==> src/rtl/psx_ram_pkg.sv <==
// Shared types for the CPU main-RAM posted-write buffer.
package psx_ram_pkg;

  typedef struct packed {
    logic [26:0] addr;
    logic [31:0] din;
    logic [3:0]  be;
  } wbuf_entry_t;

  typedef enum logic [1:0] {IDLE, WR_WAIT, RD_WAIT} wbuf_state_t;

endpackage

==> src/rtl/psx_ram_wbuf_fifo.sv <==
// Flop-based write FIFO; a push into a full FIFO is legal when a pop shares the cycle.
module psx_ram_wbuf_fifo
  import psx_ram_pkg::*;
#(
  parameter int DEPTH = 4
) (
  input  logic                          clk_base,
  input  logic                          reset_n,
  input  logic                          push,
  input  logic                          pop,
  input  logic [$bits(wbuf_entry_t)-1:0] wr_data,
  output logic [$bits(wbuf_entry_t)-1:0] head,
  output logic [$clog2(DEPTH):0]        level,
  output logic                          full,
  output logic                          empty
);
  localparam int PW = $clog2(DEPTH);
  localparam int LW = PW + 1;
  localparam int EW = $bits(wbuf_entry_t);

  logic [EW-1:0] mem [DEPTH];
  logic [PW-1:0] wptr, rptr;

  // Pointers wrap naturally; the level counter tells full from empty.
  always_ff @(posedge clk_base or negedge reset_n) begin
    if (!reset_n) begin
      wptr  <= '0;
      rptr  <= '0;
      level <= '0;
    end else begin
      if (push) wptr <= wptr + 1'b1;
      if (pop)  rptr <= rptr + 1'b1;
      if (push && !pop)      level <= level + 1'b1;
      else if (pop && !push) level <= level - 1'b1;
    end
  end

  always_ff @(posedge clk_base) begin
    if (push) mem[wptr] <= wr_data;
  end

  assign head  = mem[rptr];
  assign full  = (level == LW'(DEPTH));
  assign empty = (level == '0);

endmodule

==> src/rtl/psx_ram_wbuf.sv <==
// CPU main-RAM port: posted writes into a FIFO, reads ordered behind them,
// single requests to SDRAM channel 2 using its edge-triggered req/ready handshake.
module psx_ram_wbuf
  import psx_ram_pkg::*;
#(
  parameter int DEPTH = 4
) (
  input  logic                   clk_base,
  input  logic                   reset_n,
  input  logic                   cpu_req,
  input  logic                   cpu_rnw,
  input  logic [26:0]            cpu_addr,
  input  logic [31:0]            cpu_din,
  input  logic [3:0]             cpu_be,
  output logic                   cpu_done,
  output logic [31:0]            cpu_dout,
  output logic [26:0]            ch2_addr,
  output logic [31:0]            ch2_din,
  output logic [3:0]             ch2_be,
  output logic                   ch2_rnw,
  output logic                   ch2_req,
  input  logic                   ch2_ready,
  input  logic [31:0]            ch2_dout,
  output logic                   wbuf_empty,
  output logic [$clog2(DEPTH):0] wbuf_level
);

  wbuf_state_t state, state_n;
  logic        pend_vld, pend_rnw;
  logic [24:0] pend_addr;
  logic [31:0] pend_din;
  logic [3:0]  pend_be;
  logic        req_vld, req_rnw;
  logic [24:0] req_addr;
  logic [31:0] req_din;
  logic [3:0]  req_be;
  logic        ready_q, ch2_done, push, pop, rd_done;
  logic        fifo_full, fifo_empty, issue_wr, issue_rd;
  wbuf_entry_t wr_entry, head;
  logic        unused_addr_lsb;

  assign unused_addr_lsb = ^cpu_addr[1:0];

  // A request is serviceable in its arrival cycle; the slot holds it afterwards.
  assign req_vld  = pend_vld | cpu_req;
  assign req_rnw  = pend_vld ? pend_rnw  : cpu_rnw;
  assign req_addr = pend_vld ? pend_addr : cpu_addr[26:2];
  assign req_din  = pend_vld ? pend_din  : cpu_din;
  assign req_be   = pend_vld ? pend_be   : cpu_be;

  assign ch2_done   = ch2_ready & ~ready_q;
  assign pop        = (state == WR_WAIT) & ch2_done;
  assign rd_done    = (state == RD_WAIT) & ch2_done;
  assign push       = req_vld & ~req_rnw & (~fifo_full | pop);
  assign wr_entry   = {req_addr, 2'b00, req_din, req_be};
  assign wbuf_empty = fifo_empty & (state != WR_WAIT);

  psx_ram_wbuf_fifo #(.DEPTH(DEPTH)) u_fifo (
    .clk_base (clk_base),
    .reset_n  (reset_n),
    .push     (push),
    .pop      (pop),
    .wr_data  (wr_entry),
    .head     (head),
    .level    (wbuf_level),
    .full     (fifo_full),
    .empty    (fifo_empty)
  );

  always_comb begin
    state_n  = state;
    issue_wr = 1'b0;
    issue_rd = 1'b0;
    unique case (state)
      IDLE: begin
        if (!fifo_empty) begin
          issue_wr = 1'b1;
          state_n  = WR_WAIT;
        end else if (req_vld && req_rnw) begin
          issue_rd = 1'b1;
          state_n  = RD_WAIT;
        end
      end
      WR_WAIT: if (ch2_done) state_n = IDLE;
      RD_WAIT: if (ch2_done) state_n = IDLE;
      default: state_n = IDLE;
    endcase
  end

  always_ff @(posedge clk_base or negedge reset_n) begin
    if (!reset_n) begin
      state     <= IDLE;
      ready_q   <= 1'b0;
      pend_vld  <= 1'b0;
      pend_rnw  <= 1'b0;
      pend_addr <= '0;
      pend_din  <= '0;
      pend_be   <= '0;
      cpu_done  <= 1'b0;
      cpu_dout  <= '0;
      ch2_req   <= 1'b0;
      ch2_rnw   <= 1'b0;
      ch2_addr  <= '0;
      ch2_din   <= '0;
      ch2_be    <= '0;
    end else begin
      state    <= state_n;
      ready_q  <= ch2_ready;
      cpu_done <= push | rd_done;
      if (rd_done) cpu_dout <= ch2_dout;
      // Issue only from IDLE, so req is always a single-cycle pulse.
      ch2_req <= issue_wr | issue_rd;
      if (issue_wr) begin
        ch2_addr <= head.addr;
        ch2_din  <= head.din;
        ch2_be   <= head.be;
        ch2_rnw  <= 1'b0;
      end else if (issue_rd) begin
        ch2_addr <= {req_addr, 2'b00};
        ch2_be   <= 4'hF;
        ch2_rnw  <= 1'b1;
      end
      if (push || rd_done) pend_vld <= 1'b0;
      else if (cpu_req)    pend_vld <= 1'b1;
      if (cpu_req) begin
        pend_rnw  <= cpu_rnw;
        pend_addr <= cpu_addr[26:2];
        pend_din  <= cpu_din;
        pend_be   <= cpu_be;
      end
    end
  end

endmodule

==> config.mk <==
export PLATFORM = sky130hd
export DESIGN_NAME = psx_ram_wbuf
export DESIGN_NICKNAME = d
export VERILOG_FILES = /design/src/rtl/psx_ram_pkg.sv /design/src/rtl/psx_ram_wbuf_fifo.sv /design/src/rtl/psx_ram_wbuf.sv
export SDC_FILE = /design/constraint.sdc
export NUM_CORES = 1
export LEC_CHECK = 0
export BUFFER_PORTS_ARGS = -buffer_cell sky130_fd_sc_hd__buf_4
export CAP_MARGIN = 20
export CORE_MARGIN = 5
export CORE_UTILIZATION = 55
export DETAILED_ROUTE_END_ITERATION = 10
export PLACE_DENSITY = 0.78
export SYNTH_ARGS = -nofsm -noshare
export SYNTH_HDL_FRONTEND = slang
export SYNTH_SLANG_ARGS = --single-unit
==> constraint.sdc <==
create_clock -name clk_base -period 3.5 [get_ports clk_base]
set_input_delay 0.35 -clock clk_base [delete_from_list [all_inputs] [get_ports clk_base]]
set_output_delay 0.35 -clock clk_base [all_outputs]
set_load 0.005 [all_outputs]
### Yosys cells after proc, flatten, opt, wreduce, memory -nomap -nowiden

Memories as Yosys holds them, arrays and structs flattened.
Index checks and enable logic that the tools add are counted.
Widths: inputs -> output; s select.

| operators by class | value |
|---|---|
| bitwise operators | 13 |
| eq/ne operators | 6 |
| reduce and logical (&&, ||, !) cells | 13 |
| multiplexer cells | 25 |
| $add $sub $neg | 4 |

Operators with widths:

| cell | number |
|---|---|
| $mux 27 | 2 |
| $mux 32 | 1 |
| $mux 25 | 1 |
| $mux 1 | 12 |
| $mux 4 | 3 |
| $and 1x1->1 | 6 |
| $mux 2 | 3 |
| $mux 3 | 2 |
| $reduce_bool 2->1 | 3 |
| $add 2x1->2 const B | 2 |
| $ne 2x1->1 const B | 2 |
| $or 1x1->1 | 4 |
| $pmux 2 s2 | 1 |
| $add 3x1->3 const B | 1 |
| $eq 3x3->1 const B | 1 |
| $logic_and 1x1->1 | 3 |
| $logic_not 3->1 | 1 |
| $ne 3x3->1 const B | 1 |
| $not 1->1 | 3 |
| $sub 3x1->3 const B | 1 |
| $eq 2x1->1 const B | 1 |
| $eq 2x2->1 const B | 1 |
| $logic_not 1->1 | 2 |
| $logic_not 2->1 | 1 |
| other kinds (3) | 3 |

| storage, ports and cells | value |
|---|---|
| output and inout port bits | 102 |
| memories kept | 1 |
| word-level logic and storage cells | 79 |
| input port bits | 100 |
| bits in writable memories | 244 |
| bits in registers | 171 |

Memory list:

| name | words | width | rd ports | clocked after memory_dff | write ports | RTL line | source |
|---|---|---|---|---|---|---|---|
| u_fifo.mem | 4 | 61 | 1 | 0 | 1 | psx_ram_wbuf_fifo.sv:21 | `logic [EW-1:0] mem [DEPTH];` |

### Depth between registers and ports, before layout

| logic depth | value |
|---|---|
| word-level depth | 9 |
| depth in mapped cells | 10 |
| depth with buffers taken out | 10 |

### Hierarchy

A second synthesis with hierarchy kept.

| second synthesis, totals | value |
|---|---|
| cells, all modules | 904 |
| area, all modules | 16,807.4 µm² |

Modules (own cells, without submodules):

| module | sequential area each (µm²) | area an instance (µm²) | cells each | instances |
|---|---|---|---|---|
| psx_ram_wbuf_fifo | 7,742.4 | 9,486.6 | 363 | 1 |
| psx_ram_wbuf | 4,103.9 | 7,320.8 | 541 | 1 |

### Worst setup path before layout

OpenSTA, ideal clock, no wires.

| timing | value |
|---|---|
| kind | register to register |
| start point | register state[1] |
| end point | memory u_fifo.mem[0][0] (netlist name), enable pin |
| stages on the path, launching flop included | 6 |
| data arrival time | 2,631 ps |
| path buffers | 0 |
| period minus slack after synthesis | 3,056 ps |
| path slack | 444 ps |
| data required time | 3,075 ps |
| cell sequence | dfrtp_1 > inv_1 > ha_1 > nand3b_1 > a32oi_2 > and2_1 |

| on the way | value |
|---|---|
| cells in the longest elaborated chain, start to end | 6 |

RTL lines:

| element | RTL line | source |
|---|---|---|
| start, declared | psx_ram_wbuf.sv:28 | `wbuf_state_t state, state_n;` |
| start signal, assigned | psx_ram_wbuf.sv:107 | `state <= state_n;` |
| $eq 2x1->1 | psx_ram_wbuf.sv:52 | `assign pop = (state == WR_WAIT) & ch2_done;` |
| $and 1x1->1 | psx_ram_wbuf.sv:52 |  |
| $or 1x1->1 | psx_ram_wbuf.sv:54 | `assign push = req_vld & ~req_rnw & (~fifo_full \| pop);` |
| $and 1x1->1 | psx_ram_wbuf.sv:54 |  |
| via push | psx_ram_wbuf.sv:37 | `logic ready_q, ch2_done, push, pop, rd_done;` |
| $mux 1 | psx_ram_wbuf_fifo.sv:39 | `if (push) mem[wptr] <= wr_data;` |
| $mux 1 (implied by the code) | psx_ram_wbuf_fifo.sv:39 |  |
| end, declared | psx_ram_wbuf_fifo.sv:21 |  |

The timed path passes the listed nets, and every way through them passes these cells.

### Worst setup path after layout

| timing | value |
|---|---|
| start point | register state[1] |
| end point | register u_fifo.level[2] |

| on the way | value |
|---|---|
| cells in the longest elaborated chain, start to end | 7 |

RTL lines:

| element | RTL line | source |
|---|---|---|
| $eq 2x1->1 * | psx_ram_wbuf.sv:52 |  |
| $and 1x1->1 * | psx_ram_wbuf.sv:52 |  |
| $or 1x1->1 * | psx_ram_wbuf.sv:54 |  |
| $and 1x1->1 * | psx_ram_wbuf.sv:54 |  |
| via push | psx_ram_wbuf.sv:37 |  |
| $logic_not 1->1 | psx_ram_wbuf_fifo.sv:34 | `else if (pop && !push) level <= level - 1'b1;` |
| $logic_and 1x1->1 | psx_ram_wbuf_fifo.sv:34 |  |
| $reduce_bool 2->1 (no source line) | - |  |
| end signal, assigned | psx_ram_wbuf_fifo.sv:33 | `if (push && !pop) level <= level + 1'b1;` |
| end signal, assigned | psx_ram_wbuf_fifo.sv:34 |  |
| end, declared | psx_ram_wbuf_fifo.sv:13 | `output logic [$clog2(DEPTH):0] level,` |

The timed path passes the listed nets; every way through them passes the cells marked *.
A chain may end at the register's enable or synchronous reset.

==> results.cfg <==
[floorplan]
dieArea_mm2 = 0.0331
coreArea_mm2 = 0.0294
ios = 202
die_h_um = 182
num_rows = 63
start_util_pct = 55.3
die_w_um = 182

[route]
drt_iter0_drc = 604
routed_wl_um = 32800
detail-route-antenna-nets = 0
num_vias = 8673
avgRoutedWirePerCell_um = 20.9
drc_errors = 0
first_pass_iters = 5
vias_per_cell = 5.52

[cts]
cts-root-buf = clkbuf_16
clk_path_buf_depth = 3
cts_hold_buf = 2
clkSinkCount = 413
cts_setup_buffers = 0
path_clk_slew_ps = 60
tritoncts = yes
insertion_delay_ps = 520
cts_resized = 0
cts_made_buffers = 42
cts_max_level = 2

[global_routing]
grt_pass1_wl_um = 52700
overflow = 0
grtUsageMet1_pct = 27.6
grt_usage_pct = 20.2
grtUsageMet3_pct = 3.95
grt_util_met2_pct = 33.9
grt_max_degree = 88
grt_busiest_layer = met2
antenna_found_initial = 0
first_global_vias = 9463

[timing]
finalCritPeriodShare_pct = 73.8
max_freq_mhz = 387
fin_skew_ps = 10.5
period_needed_ps = 2580
hold_ws_ps = 62.2
setup_tns_ps = 0
worst_pin_slew_ps = 1030
rsz0062_at_grt = false
slew_headroom_pct = 31.2
report.final.slew_viol_count = 0
setup_viol = 0
setup_ws_ps = 917
hold_viol = 0

[layout]
drive_above_1_share_pct = 42.0
fillers = 2011
n_antenna_cell = 0
area_growth_syn_to_layout_pct = 19.8
utilization_pct = 66.2
nNetsFinal = 1258

[synthesis]
synthDistinctLibCells = 35
synth_common_cells = edfxtp_1, dfrtp_1, mux2_2, nand2_1, mux4_2
ys_seq_area_share_pct = 71.1
synth_ff_type = edfxtp_1
syn_avg_cell_area_um2 = 17.3
syn-instance-count = 941
synth.area.top_cells = edfxtp_1, dfrtp_1, mux2_2
netlist.area_leader.share_pct = 45.1
synth.most_common_cell = edfxtp_1
ys_warn_count = 0
yosys.area.top_type = edfxtp_1
synth_area_mm2 = 0.0163
ys_async_sr_fraction_pct = 40.9
synth-edff-count = 244
synth_seq_cells = 413

[pwr]
ir_worst_vdd_uv = 591
switchingPower_mw = 5.16
power.leakage_nw = 7.64
switching_share_pct = 30.1
power_frac_clock_pct = 24.5
power_frac_seq_pct = 44.8
power_frac_comb_pct = 30.7
power_mw = 17.1
intPower_mw = 12.0
powerDensity_mw_per_mm2 = 880

[placement]
hpwl_um = 19600
place.gp.congestion = 0.738
dpl_worst_slack_ps = 887
io_buffers = 197

[worst_setup_path]
crit_fanout = 9
critPathRequiredTime_ps = 3930
crit_type = reg -> reg
r2r-start = state[1]
startpoint_type = register
crit_path_start = state[1]
critPathCaptureType = register
arrival_ps = 3010

[min_path]
hp-class = in -> reg
hp-start = ch2_dout[20]

[run_status]
outcome = finished, final reports clean

[flow_run]
max-cap-violations = 0
-- critical path, cell delays in order, from the launching register on --
cell and delay (ps):
dfrtp_1 400, inv_1 90, ha_1 180, nand3b_1 200, a32oi_2 490, ha_1 260
inv_1 60, fa_1 370, xor2_1 160, nor2_1 120, xor2_1 180
-- power by group through the flow --
stage / Clock [mW] / Combinational (mW) / Sequential [mW]
5_1_grt: 4.52 / 5.81 / 7.85
3_5_place_dp: 0 / 5.35 / 7.79
6_report: 4.20 / 5.27 / 7.68
2_1_floorplan: 0 / 3.52 / 7.44
4_1_cts: 4.30 / 5.37 / 7.70
3_3_place_gp: 0 / 5.21 / 7.71
-- layout make-up --
type | instances | area [um2] | share of cell area [%]
clock inverter | 8 | 37.5 | 0.193
sequential | 413 | 11600 | 59.4
inverter | 9 | 33.8 | 0.174
timing repair buffer | 213 | 1690 | 8.66
multi-input combinational | 470 | 4390 | 22.5
tap | 390 | 488 | 2.51
clock buffer | 68 | 1270 | 6.54
-- sequential cells by signal, indices dropped and copies added, names as in the netlist, 2 cells and up --
signal        flops
u_fifo.wptr       2
state             2
u_fifo.mem      244
ch2_din          32
cpu_dout         32
ch2_be            4
pend_addr        25
ch2_addr         25
u_fifo.level      3
pend_din         32
pend_be           4
u_fifo.rptr       2
-- worst paths after layout --
check	cells after the start	to	slack [ps]
setup reg to reg	10	u_fifo.level[2]	920
hold / removal	2	cpu_dout[20]	60
max in group asynchronous	3	pend_addr[23]	2160
hold reg to reg	2	ch2_din[11]	480
setup / recovery	10	u_fifo.level[2]	920
min in group asynchronous	2	pend_addr[4]	430
-- placed cells by master (no fill, tap or decap), types with 8 or more instances in the layout --
| cell | count |
|---|---|
| o21ai_1 | 20 |
| edfxtp_1 | 244 |
| dfrtp_1 | 166 |
| inv_1 | 9 |
| mux2_2 | 155 |
| o21ai_0 | 34 |
| clkbuf_16 | 45 |
| clkbuf_1 | 17 |
| nand2_1 | 125 |
| buf_4 | 204 |
| ha_1 | 8 |
| nor2_1 | 33 |
| mux4_2 | 61 |
-- cells by family (layout without fill, tap and decap cells) --
family	count (synthesis)	in the layout	synth area share, %
adders and majority gates	9	9	0.739
AOI/OAI and AO/OA	65	65	2.33
DFF	413	413	71.1
muxes	216	216	19.2
other	1	2	0.0231
buffers and inverters	59	298	2.00
xor gates and xnor gates	6	6	0.323
and+or+nand+nor	172	172	4.29
-- per-stage QoR --
step	cells	area, um2
after CTS	1571	19500
after detailed placement	1493	18100
final	1571	19500
after floorplan	942	16300
after global placement	1493	18100
after global routing	1571	19500
-- routing by layer --
layer,share of wire [%],vias up
li1,-,3928
met1,42,4446
met2,50,253
met3,5.7,46
met4,1.7,0
met5,0,-
No activity file was read; power rests on OpenSTA's default activity.
